===== config.mk =====
export PLATFORM = sky130hd
export DESIGN_NAME = tipi_pi_nib_xfer
export DESIGN_NICKNAME = d
export VERILOG_FILES = /design/src/rtl/tipi_pkg.sv /design/src/rtl/tipi_sync_fifo.sv /design/src/rtl/tipi_pi_nib_xfer.sv
export SDC_FILE = /design/constraint.sdc
export NUM_CORES = 1
export LEC_CHECK = 0
export ABC_CLOCK_PERIOD_IN_PS = 4400
export CORE_MARGIN = 2
export CORE_UTILIZATION = 50
export CTS_CLUSTER_SIZE = 8
export DETAILED_ROUTE_END_ITERATION = 16
export GPL_TIMING_DRIVEN = 0
export PLACE_DENSITY = 0.75
export RECOVER_POWER = 100
export SLEW_MARGIN = 20
export SYNTH_ARGS = -nofsm -noshare
export SYNTH_HDL_FRONTEND = slang
export SYNTH_SLANG_ARGS = --single-unit

===== constraint.sdc =====
create_clock -name clk -period 4.4 [get_ports clk]
set_input_delay 1.1 -clock clk [delete_from_list [all_inputs] [get_ports clk]]
set_output_delay 1.1 -clock clk [all_outputs]
set_load 0.01 [all_outputs]

===== src/rtl/tipi_pkg.sv =====
// Shared definitions for the TIPI Pi nibble-bus transport: command bit
// positions, frame state encoding and default synchroniser depth.
package tipi_pkg;

   localparam int CMD_CTL   = 0;
   localparam int CMD_WR    = 1;
   localparam int CMD_BURST = 2;

   localparam int SYNC_STAGES_DEF = 2;

   typedef enum logic [1:0] {
      CMD    = 2'd0,
      WR     = 2'd1,
      RD_OUT = 2'd2,
      DONE   = 2'd3
   } state_e;

endpackage


===== src/rtl/tipi_sync_fifo.sv =====
// Single-clock show-ahead FIFO. Push when full and pop when empty are dropped;
// a push alongside a pop is accepted at any level short of full.
module tipi_sync_fifo #(
   parameter int W     = 8,
   parameter int DEPTH = 4
) (
   input  logic         clk,
   input  logic         rst,
   input  logic         push,
   input  logic         pop,
   input  logic [W-1:0] wdata,
   output logic [W-1:0] rdata,
   output logic         empty,
   output logic         full
);

   localparam int AW = $clog2(DEPTH);

   logic [W-1:0]  mem_q [DEPTH];
   logic [W-1:0]  mem_d [DEPTH];
   logic [AW-1:0] wr_ptr_q, wr_ptr_d;
   logic [AW-1:0] rd_ptr_q, rd_ptr_d;
   logic [AW:0]   cnt_q, cnt_d;
   logic          do_push, do_pop;

   assign empty   = (cnt_q == '0);
   assign full    = (cnt_q == (AW+1)'(DEPTH));
   assign rdata   = mem_q[rd_ptr_q];
   assign do_push = push & ~full;
   assign do_pop  = pop & ~empty;

   always_comb begin
      mem_d    = mem_q;
      wr_ptr_d = wr_ptr_q;
      rd_ptr_d = rd_ptr_q;
      cnt_d    = cnt_q;
      if (do_push) begin
         mem_d[wr_ptr_q] = wdata;
         wr_ptr_d        = wr_ptr_q + AW'(1);
      end
      if (do_pop) begin
         rd_ptr_d = rd_ptr_q + AW'(1);
      end
      case ({do_push, do_pop})
         2'b10:   cnt_d = cnt_q + (AW+1)'(1);
         2'b01:   cnt_d = cnt_q - (AW+1)'(1);
         default: cnt_d = cnt_q;
      endcase
   end

   always_ff @(posedge clk or posedge rst) begin
      if (rst) begin
         for (int i = 0; i < DEPTH; i++) mem_q[i] <= '0;
         wr_ptr_q <= '0;
         rd_ptr_q <= '0;
         cnt_q    <= '0;
      end else begin
         mem_q    <= mem_d;
         wr_ptr_q <= wr_ptr_d;
         rd_ptr_q <= rd_ptr_d;
         cnt_q    <= cnt_d;
      end
   end

endmodule


===== src/rtl/tipi_pi_nib_xfer.sv =====
// Pi-side nibble-bus transport: synchronises the Pi strobe/lanes into clk and
// moves RD/RC/TD/TC words, with burst transfers through RX/TX FIFOs.
//
// state  | meaning
// CMD    | waiting for the command lane of a frame
// WR     | shifting Pi lanes into the accumulator (RD/RC or RX FIFO)
// RD_OUT | presenting snapshot lanes on r_nib_out, oe high
// DONE   | frame complete, events ignored until nibrst
module tipi_pi_nib_xfer
   import tipi_pkg::*;
#(
   parameter int NIB_W       = 4,
   parameter int DATA_W      = 8,
   parameter int FIFO_DEPTH  = 4,
   parameter int SYNC_STAGES = SYNC_STAGES_DEF
) (
   input  logic              clk,
   input  logic              reset,
   input  logic              r_clk,
   input  logic              r_nibrst,
   input  logic [NIB_W-1:0]  r_nib_in,
   output logic [NIB_W-1:0]  r_nib_out,
   output logic              r_nib_oe,
   input  logic [DATA_W-1:0] td_in,
   input  logic [DATA_W-1:0] tc_in,
   output logic [DATA_W-1:0] rd_q,
   output logic [DATA_W-1:0] rc_q,
   output logic              rd_stb,
   output logic              rc_stb,
   input  logic              rx_pop,
   output logic [DATA_W-1:0] rx_data,
   output logic              rx_empty,
   input  logic              tx_push,
   input  logic [DATA_W-1:0] tx_data,
   output logic              tx_full,
   output logic              ovf,
   output logic              udf,
   input  logic              flag_clr
);

   localparam int LANES = DATA_W / NIB_W;
   localparam int CW    = $clog2(LANES + 1);

   // lane idx 0 is the most significant lane of the word
   function automatic logic [NIB_W-1:0] lane_sel(input logic [DATA_W-1:0] w,
                                                 input logic [CW-1:0] idx);
      logic [DATA_W-1:0] tmp;
      tmp = w >> (NIB_W * (LANES - 1 - int'(idx)));
      return tmp[NIB_W-1:0];
   endfunction

   logic [SYNC_STAGES-1:0] clk_sync_q, clk_sync_d;
   logic [SYNC_STAGES-1:0] rst_sync_q, rst_sync_d;
   logic [NIB_W-1:0]       nib_sync_q [SYNC_STAGES];
   logic [NIB_W-1:0]       nib_sync_d [SYNC_STAGES];
   logic                   clk_prev_q, clk_prev_d;
   logic                   clk_s, nibrst_s, evt;
   logic [NIB_W-1:0]       nib_s;

   always_comb begin
      for (int i = 0; i < SYNC_STAGES; i++) begin
         if (i == 0) begin
            clk_sync_d[i] = r_clk;
            rst_sync_d[i] = r_nibrst;
            nib_sync_d[i] = r_nib_in;
         end else begin
            clk_sync_d[i] = clk_sync_q[i-1];
            rst_sync_d[i] = rst_sync_q[i-1];
            nib_sync_d[i] = nib_sync_q[i-1];
         end
      end
   end

   assign clk_s      = clk_sync_q[SYNC_STAGES-1];
   assign nibrst_s   = rst_sync_q[SYNC_STAGES-1];
   assign nib_s      = nib_sync_q[SYNC_STAGES-1];
   assign clk_prev_d = clk_s;
   assign evt        = clk_s & ~clk_prev_q;

   state_e            state_q, state_d;
   logic [CW-1:0]     lane_cnt_q, lane_cnt_d;
   logic              ctl_q, ctl_d;
   logic              burst_q, burst_d;
   logic [DATA_W-1:0] acc_q, acc_d;
   logic [DATA_W-1:0] snap_q, snap_d;
   logic [NIB_W-1:0]  nib_out_q, nib_out_d;
   logic              oe_q, oe_d;
   logic [DATA_W-1:0] rd_word_q, rd_word_d;
   logic [DATA_W-1:0] rc_word_q, rc_word_d;
   logic              rd_stb_q, rd_stb_d;
   logic              rc_stb_q, rc_stb_d;
   logic              ovf_q, ovf_d;
   logic              udf_q, udf_d;

   logic              rx_push, rx_full;
   logic              tx_pop, tx_empty;
   logic [DATA_W-1:0] tx_head;
   logic [DATA_W-1:0] acc_shift;
   logic [DATA_W+NIB_W-1:0] acc_wide;
   logic              ovf_set, udf_set;

   assign acc_wide  = {acc_q, nib_s};
   assign acc_shift = acc_wide[DATA_W-1:0];

   always_comb begin
      state_d    = state_q;
      lane_cnt_d = lane_cnt_q;
      ctl_d      = ctl_q;
      burst_d    = burst_q;
      acc_d      = acc_q;
      snap_d     = snap_q;
      nib_out_d  = nib_out_q;
      oe_d       = oe_q;
      rd_word_d  = rd_word_q;
      rc_word_d  = rc_word_q;
      rd_stb_d   = 1'b0;
      rc_stb_d   = 1'b0;
      rx_push    = 1'b0;
      tx_pop     = 1'b0;
      ovf_set    = 1'b0;
      udf_set    = 1'b0;

      if (nibrst_s) begin
         state_d    = CMD;
         lane_cnt_d = '0;
         oe_d       = 1'b0;
         acc_d      = '0;
         nib_out_d  = '0;
      end else if (evt) begin
         case (state_q)
            CMD: begin
               ctl_d      = nib_s[CMD_CTL];
               burst_d    = nib_s[CMD_BURST] & ~nib_s[CMD_CTL];
               lane_cnt_d = '0;
               acc_d      = '0;
               nib_out_d  = '0;
               if (nib_s[CMD_WR]) begin
                  state_d = WR;
               end else begin
                  state_d = RD_OUT;
                  oe_d    = 1'b1;
                  if (nib_s[CMD_CTL]) begin
                     snap_d = tc_in;
                  end else if (nib_s[CMD_BURST]) begin
                     snap_d  = tx_empty ? '0 : tx_head;
                     tx_pop  = ~tx_empty;
                     udf_set = tx_empty;
                  end else begin
                     snap_d = td_in;
                  end
               end
            end
            WR: begin
               acc_d = acc_shift;
               if (lane_cnt_q == CW'(LANES - 1)) begin
                  lane_cnt_d = '0;
                  if (burst_q) begin
                     rx_push = ~rx_full;
                     ovf_set = rx_full;
                  end else begin
                     state_d = DONE;
                     if (ctl_q) begin
                        rc_word_d = acc_shift;
                        rc_stb_d  = 1'b1;
                     end else begin
                        rd_word_d = acc_shift;
                        rd_stb_d  = 1'b1;
                     end
                  end
               end else begin
                  lane_cnt_d = lane_cnt_q + CW'(1);
               end
            end
            RD_OUT: begin
               if (lane_cnt_q == CW'(LANES)) begin
                  if (burst_q) begin
                     // fetch the next word and present its MSB lane at once
                     snap_d     = tx_empty ? '0 : tx_head;
                     tx_pop     = ~tx_empty;
                     udf_set    = tx_empty;
                     nib_out_d  = tx_empty ? '0 : lane_sel(tx_head, '0);
                     lane_cnt_d = CW'(1);
                  end else begin
                     state_d = DONE;
                  end
               end else begin
                  nib_out_d  = lane_sel(snap_q, lane_cnt_q);
                  lane_cnt_d = lane_cnt_q + CW'(1);
               end
            end
            default: ;
         endcase
      end

      ovf_d = ovf_set | (ovf_q & ~flag_clr);
      udf_d = udf_set | (udf_q & ~flag_clr);
   end

   always_ff @(posedge clk or posedge reset) begin
      if (reset) begin
         clk_sync_q <= '0;
         rst_sync_q <= '0;
         for (int i = 0; i < SYNC_STAGES; i++) nib_sync_q[i] <= '0;
         clk_prev_q <= 1'b0;
         state_q    <= CMD;
         lane_cnt_q <= '0;
         ctl_q      <= 1'b0;
         burst_q    <= 1'b0;
         acc_q      <= '0;
         snap_q     <= '0;
         nib_out_q  <= '0;
         oe_q       <= 1'b0;
         rd_word_q  <= '0;
         rc_word_q  <= '0;
         rd_stb_q   <= 1'b0;
         rc_stb_q   <= 1'b0;
         ovf_q      <= 1'b0;
         udf_q      <= 1'b0;
      end else begin
         clk_sync_q <= clk_sync_d;
         rst_sync_q <= rst_sync_d;
         nib_sync_q <= nib_sync_d;
         clk_prev_q <= clk_prev_d;
         state_q    <= state_d;
         lane_cnt_q <= lane_cnt_d;
         ctl_q      <= ctl_d;
         burst_q    <= burst_d;
         acc_q      <= acc_d;
         snap_q     <= snap_d;
         nib_out_q  <= nib_out_d;
         oe_q       <= oe_d;
         rd_word_q  <= rd_word_d;
         rc_word_q  <= rc_word_d;
         rd_stb_q   <= rd_stb_d;
         rc_stb_q   <= rc_stb_d;
         ovf_q      <= ovf_d;
         udf_q      <= udf_d;
      end
   end

   tipi_sync_fifo #(.W(DATA_W), .DEPTH(FIFO_DEPTH)) u_rx_fifo (
      .clk   (clk),
      .rst   (reset),
      .push  (rx_push),
      .pop   (rx_pop),
      .wdata (acc_shift),
      .rdata (rx_data),
      .empty (rx_empty),
      .full  (rx_full)
   );

   tipi_sync_fifo #(.W(DATA_W), .DEPTH(FIFO_DEPTH)) u_tx_fifo (
      .clk   (clk),
      .rst   (reset),
      .push  (tx_push),
      .pop   (tx_pop),
      .wdata (tx_data),
      .rdata (tx_head),
      .empty (tx_empty),
      .full  (tx_full)
   );

   assign r_nib_out = nib_out_q;
   assign r_nib_oe  = oe_q;
   assign rd_q      = rd_word_q;
   assign rc_q      = rc_word_q;
   assign rd_stb    = rd_stb_q;
   assign rc_stb    = rc_stb_q;
   assign ovf       = ovf_q;
   assign udf       = udf_q;

endmodule

==> results <==
- TritonCTS built the clock tree.
- The run finished, with violations left.
- After layout, the worst path uses between 80% and 90% of the clock period.
- Clock tree synthesis inserted a total of 17 buffers.
- The clock root buffer is clkbuf_16.
- Once layout is complete, the utilization of the core stands at between 60 and 70%.
- Hold timing on the final database bottoms out at a slack of between 0.3 and 0.4 ns.
- After synthesis, the netlist uses 57 different library cells.
- In the final design database the tool counted between 500 and 600 nets.
- The number of antenna diodes in the final layout is 0.
- The power share of the clock group is between 30% and 40%.
- The category of the worst setup path launch point is a register.
- The synthesized design devotes to its leading area cell type 52.9% of total area.
- The HPWL after detailed placement is just over 9000 µm.
- The area added between synthesis and finish is 20.5%.
- By area the synthesized netlist is led by dfrtp_1, mux2_2, mux2_4.
- The global-route total usage across every layer is around a fifth.
- The initial antenna violation count came to 0.
- Entering global routing, the biggest net connects 34 pins.
- The count of nets left with antenna violations once routing finished came out at 0.
- The synthesized netlist net count is a little under 500.
- The flip-flop cell with the highest count after synthesis is dfrtp_1.
- The max-cap violation count is 1.
- The pre-antenna-repair detailed-routing pass consisted of 4 iterations.
- The number of top-level pins is 70.
- Routability-driven placement finished with a final weighted congestion of 0.820.
- The worst setup path category is register to primary output.
- Counting I/O delays and the setup requirement, the final critical path takes around 3.7 ns.
- Setup repair after global routing left no endpoint under its margin.
- Net switching is a little over a quarter of the power.
- Dividing the detail-routed wire length by the instance count gives about 18 µm.
- After the flow finishes, the layout carries non-filler instances totaling 713.
- The power density relative to cell area is around 530 nW/µm².
- Synthesis produced between 400 and 500 cells.
- The number of H-tree levels is 4.
- The number of buffers inserted to repair setup after CTS is 0.
- The maximum buffer depth of the clock tree is 2.
- The die is 117 µm tall.
- Summing over every cut layer, the via total after detailed routing is between 3000 and 4000.
- The worst setup path is captured at a primary output.
- Setup violations remaining at the end of the flow were counted as 0.
- Once the clock tree was built, the resizer swapped 0 gates to a different size.
- The global-route wire length before repair is 20800 µm.
- Static timing analysis puts the maximum clock frequency at 274 MHz.
- The transition at the pin with the smallest max-transition slack is around 1.5 ns.
- The number of placed instances, taps included, is 683.
- In this run the worst path has a maximum fanout of 10.
- The class of the worst hold path is register to register.
- Between clock sinks in the finished design, the worst skew comes to between 0.007 and 0.008 ns.
- The DRC violation total after the first TritonRoute iteration is between 200 and 250.
- The final-report max-slew violation count is 30.
- The post-synthesis async set-or-reset flop share is 100%.
- The leakage power is 0.00357 µW.
- The fraction of layout cells with a size suffix above 1 is a little under a quarter.
- The number of synthesized register bits is approximately 130.
- The floorplan die width is 117 µm.
- In the routed design, unresolved DRC markers number 0.
- The share of the Yosys chip area taken by registers is between 50% and 60%.
- The count of buffers added on input and output ports is a little under 70.
- The die area is 13600 µm².
- The final-layout setup total negative slack is 0 ns.
- The share of total power in combinational logic is 23.8%.
- At the worst endpoint, the required time is between 3 and 4 ns.
- The cell type contributing the most total cell area after synthesis is dfrtp_1.
- The floorplan step defined a core boundary enclosing 12500 µm².
- The proportion of power drawn by flip-flops and latches is roughly two fifths.
- The max-slew headroom at the worst pin is -0.651%.
- The via count of the first global-routing pass is 4118.
- The final count of hold timing violations is 0.
- The final reports fail on max-capacitance violations, max-slew violations.
- Global routing finished with a remaining overflow of 0.
- The clock reaches the later pin of the worst-skew pair after 0.42 ns.
- The clock drives approximately 130 sinks.
- The design internal power is a little under 3000 µW.
- The detailed-route vias per instance is around 5.4.
- The critical path data arrival time is about 2.6 ns.
- The number of warnings issued by yosys is 0.
- The CTS clock-pin slew for the worst setup and hold paths is 0.05 ns.
- The switching power summed over all nets is roughly 1100 µW.
- After floorplanning, the core was divided into 41 placement rows.
- In this run the mean area of a mapped cell was 14.5 µm².
- The synthesized design contains 0 enable-type register cells.
- The cell area after synthesis is between 6000 and 7000 µm².
- The starting density of the core is 50.6%.
- The number of hold buffers added after CTS was 0.
- For this block, the routed nets add up to 12800 µm of wire.
- The peak ir drop on the vdd network is 445 µV.
## worst paths after layout
| check | startpoint | endpoint | slack (ns) | cells after the start |
|---|---|---|---|---|
| setup / recovery | u_rx_fifo.rd_ptr_q[0]$_DFFE_PP0P_ | rx_data[1] | 0.75 | 3 |
| hold / removal | nib_sync_d[1]$_DFF_PP0_ | nib_s[1]$_DFF_PP0_ | 0.35 | 0 |
| setup reg to reg | rst_sync_q[1]$_DFF_PP0_ | u_tx_fifo.cnt_q[2]$_DFFE_PP0P_ | 1.46 | 10 |
| hold reg to reg | nib_sync_d[1]$_DFF_PP0_ | nib_s[1]$_DFF_PP0_ | 0.35 | 0 |
| max in group asynchronous | reset | u_rx_fifo.cnt_q[1]$_DFFE_PP0P_ | 1.16 | 3 |
| min in group asynchronous | reset | u_tx_fifo.wr_ptr_q[0]$_DFFE_PP0P_ | 1.36 | 2 |
## registers in the layout (all words and copies together), names as in the netlist, 2 cells and up
name	cells
u_rx_fifo.cnt_q	3
u_tx_fifo.wr_ptr_q	2
snap_q	8
u_rx_fifo.mem_q	32
lane_cnt_q	2
u_rx_fifo.rd_ptr_q	2
rst_sync_q	2
state_q	2
nib_s	4
r_nib_out	4
rd_q	8
u_rx_fifo.wr_ptr_q	2
u_tx_fifo.rd_ptr_q	2
clk_sync_q	2
u_tx_fifo.mem_q	32
rc_q	8
nib_sync_d	4
u_tx_fifo.cnt_q	3
acc_q	4
## power groups by stage
| stage | Combinational, µW | Clock, µW | Sequential, µW |
|---|---|---|---|
| final | 957 | 1420 | 1650 |
| after floorplan | 766 | 0 | 1620 |
| after global placement | 944 | 0 | 1650 |
| after CTS | 998 | 1440 | 1650 |
| after detailed placement | 992 | 0 | 1670 |
| after global routing | 1060 | 1490 | 1680 |
## metrics by stage
step                      instance area, µm²  setup WS, ns  total power (µW)
after floorplan                         6340          1.63              2380
after CTS                               7920          1.14              4090
after global routing                    7640         0.595              4230
after detailed placement                7330          1.39              2660
final                                   7640         0.750              4020
after global placement                  7250         0.526              2590
## per-layer routing
layer / routed length, µm / vias up / track usage (%)
met1: 5500 / 2029 / 24.9
li1: - / 1750 / -
met5: 0 / - / 0
met3: 495 / 11 / 5.66
met2: 6670 / 94 / 35.2
met4: 142 / 0 / 7.37
## Yosys cell counts (7+ instances only)
master	count
ha_1	13
mux4_2	16
nor2_1	12
a22oi_1	12
nand2_1	13
inv_1	20
o21ai_0	15
mux2_2	59
dfrtp_1	134
a21oi_1	7
mux2_4	32
o211ai_1	8
## cell families after synthesis
kind of cell / after synthesis / share of synthesized area (%)
XOR/XNOR: 12 / 1.66
buffers and inverters: 42 / 4.76
flip-flops: 134 / 52.9
AO/OA/AOI/OAI: 57 / 6.34
adder cells (fa/ha/maj): 15 / 3.20
AND/OR/NAND/NOR: 69 / 7.09
multiplexers: 109 / 24.1
## worst max-delay path: stages (launching register included)
cell and delay (ns):
dfrtp_1 0.33, clkbuf_1 0.57, mux4_2 0.61, dlygate4sd3_1 0.62
## cell usage in the layout (no fill, tap or decap), types with 12 or more instances in the layout
cell type,n
mux2_2,59
clkdlybuf4s50_1,26
mux2_1,24
nand2_1,18
o21ai_0,16
dlygate4sd3_1,43
nor2_1,12
clkbuf_1,16
dfrtp_1,134
a22oi_1,12
inv_1,19
ha_1,13
mux4_2,16
clkbuf_16,17
## final cells by class
| cell class | instances | area (µm²) |
|---|---|---|
| multi-input combinational | 262 | 2530 |
| sequential | 134 | 3350 |
| inverter | 20 | 76.3 |
| tap | 172 | 215 |
| timing repair buffer | 73 | 738 |
| clock buffer | 21 | 460 |
| fill | 996 | 4880 |
| clock inverter | 9 | 126 |
| buffer | 22 | 140 |
Note: power is estimated with default switching activity, not from simulation.
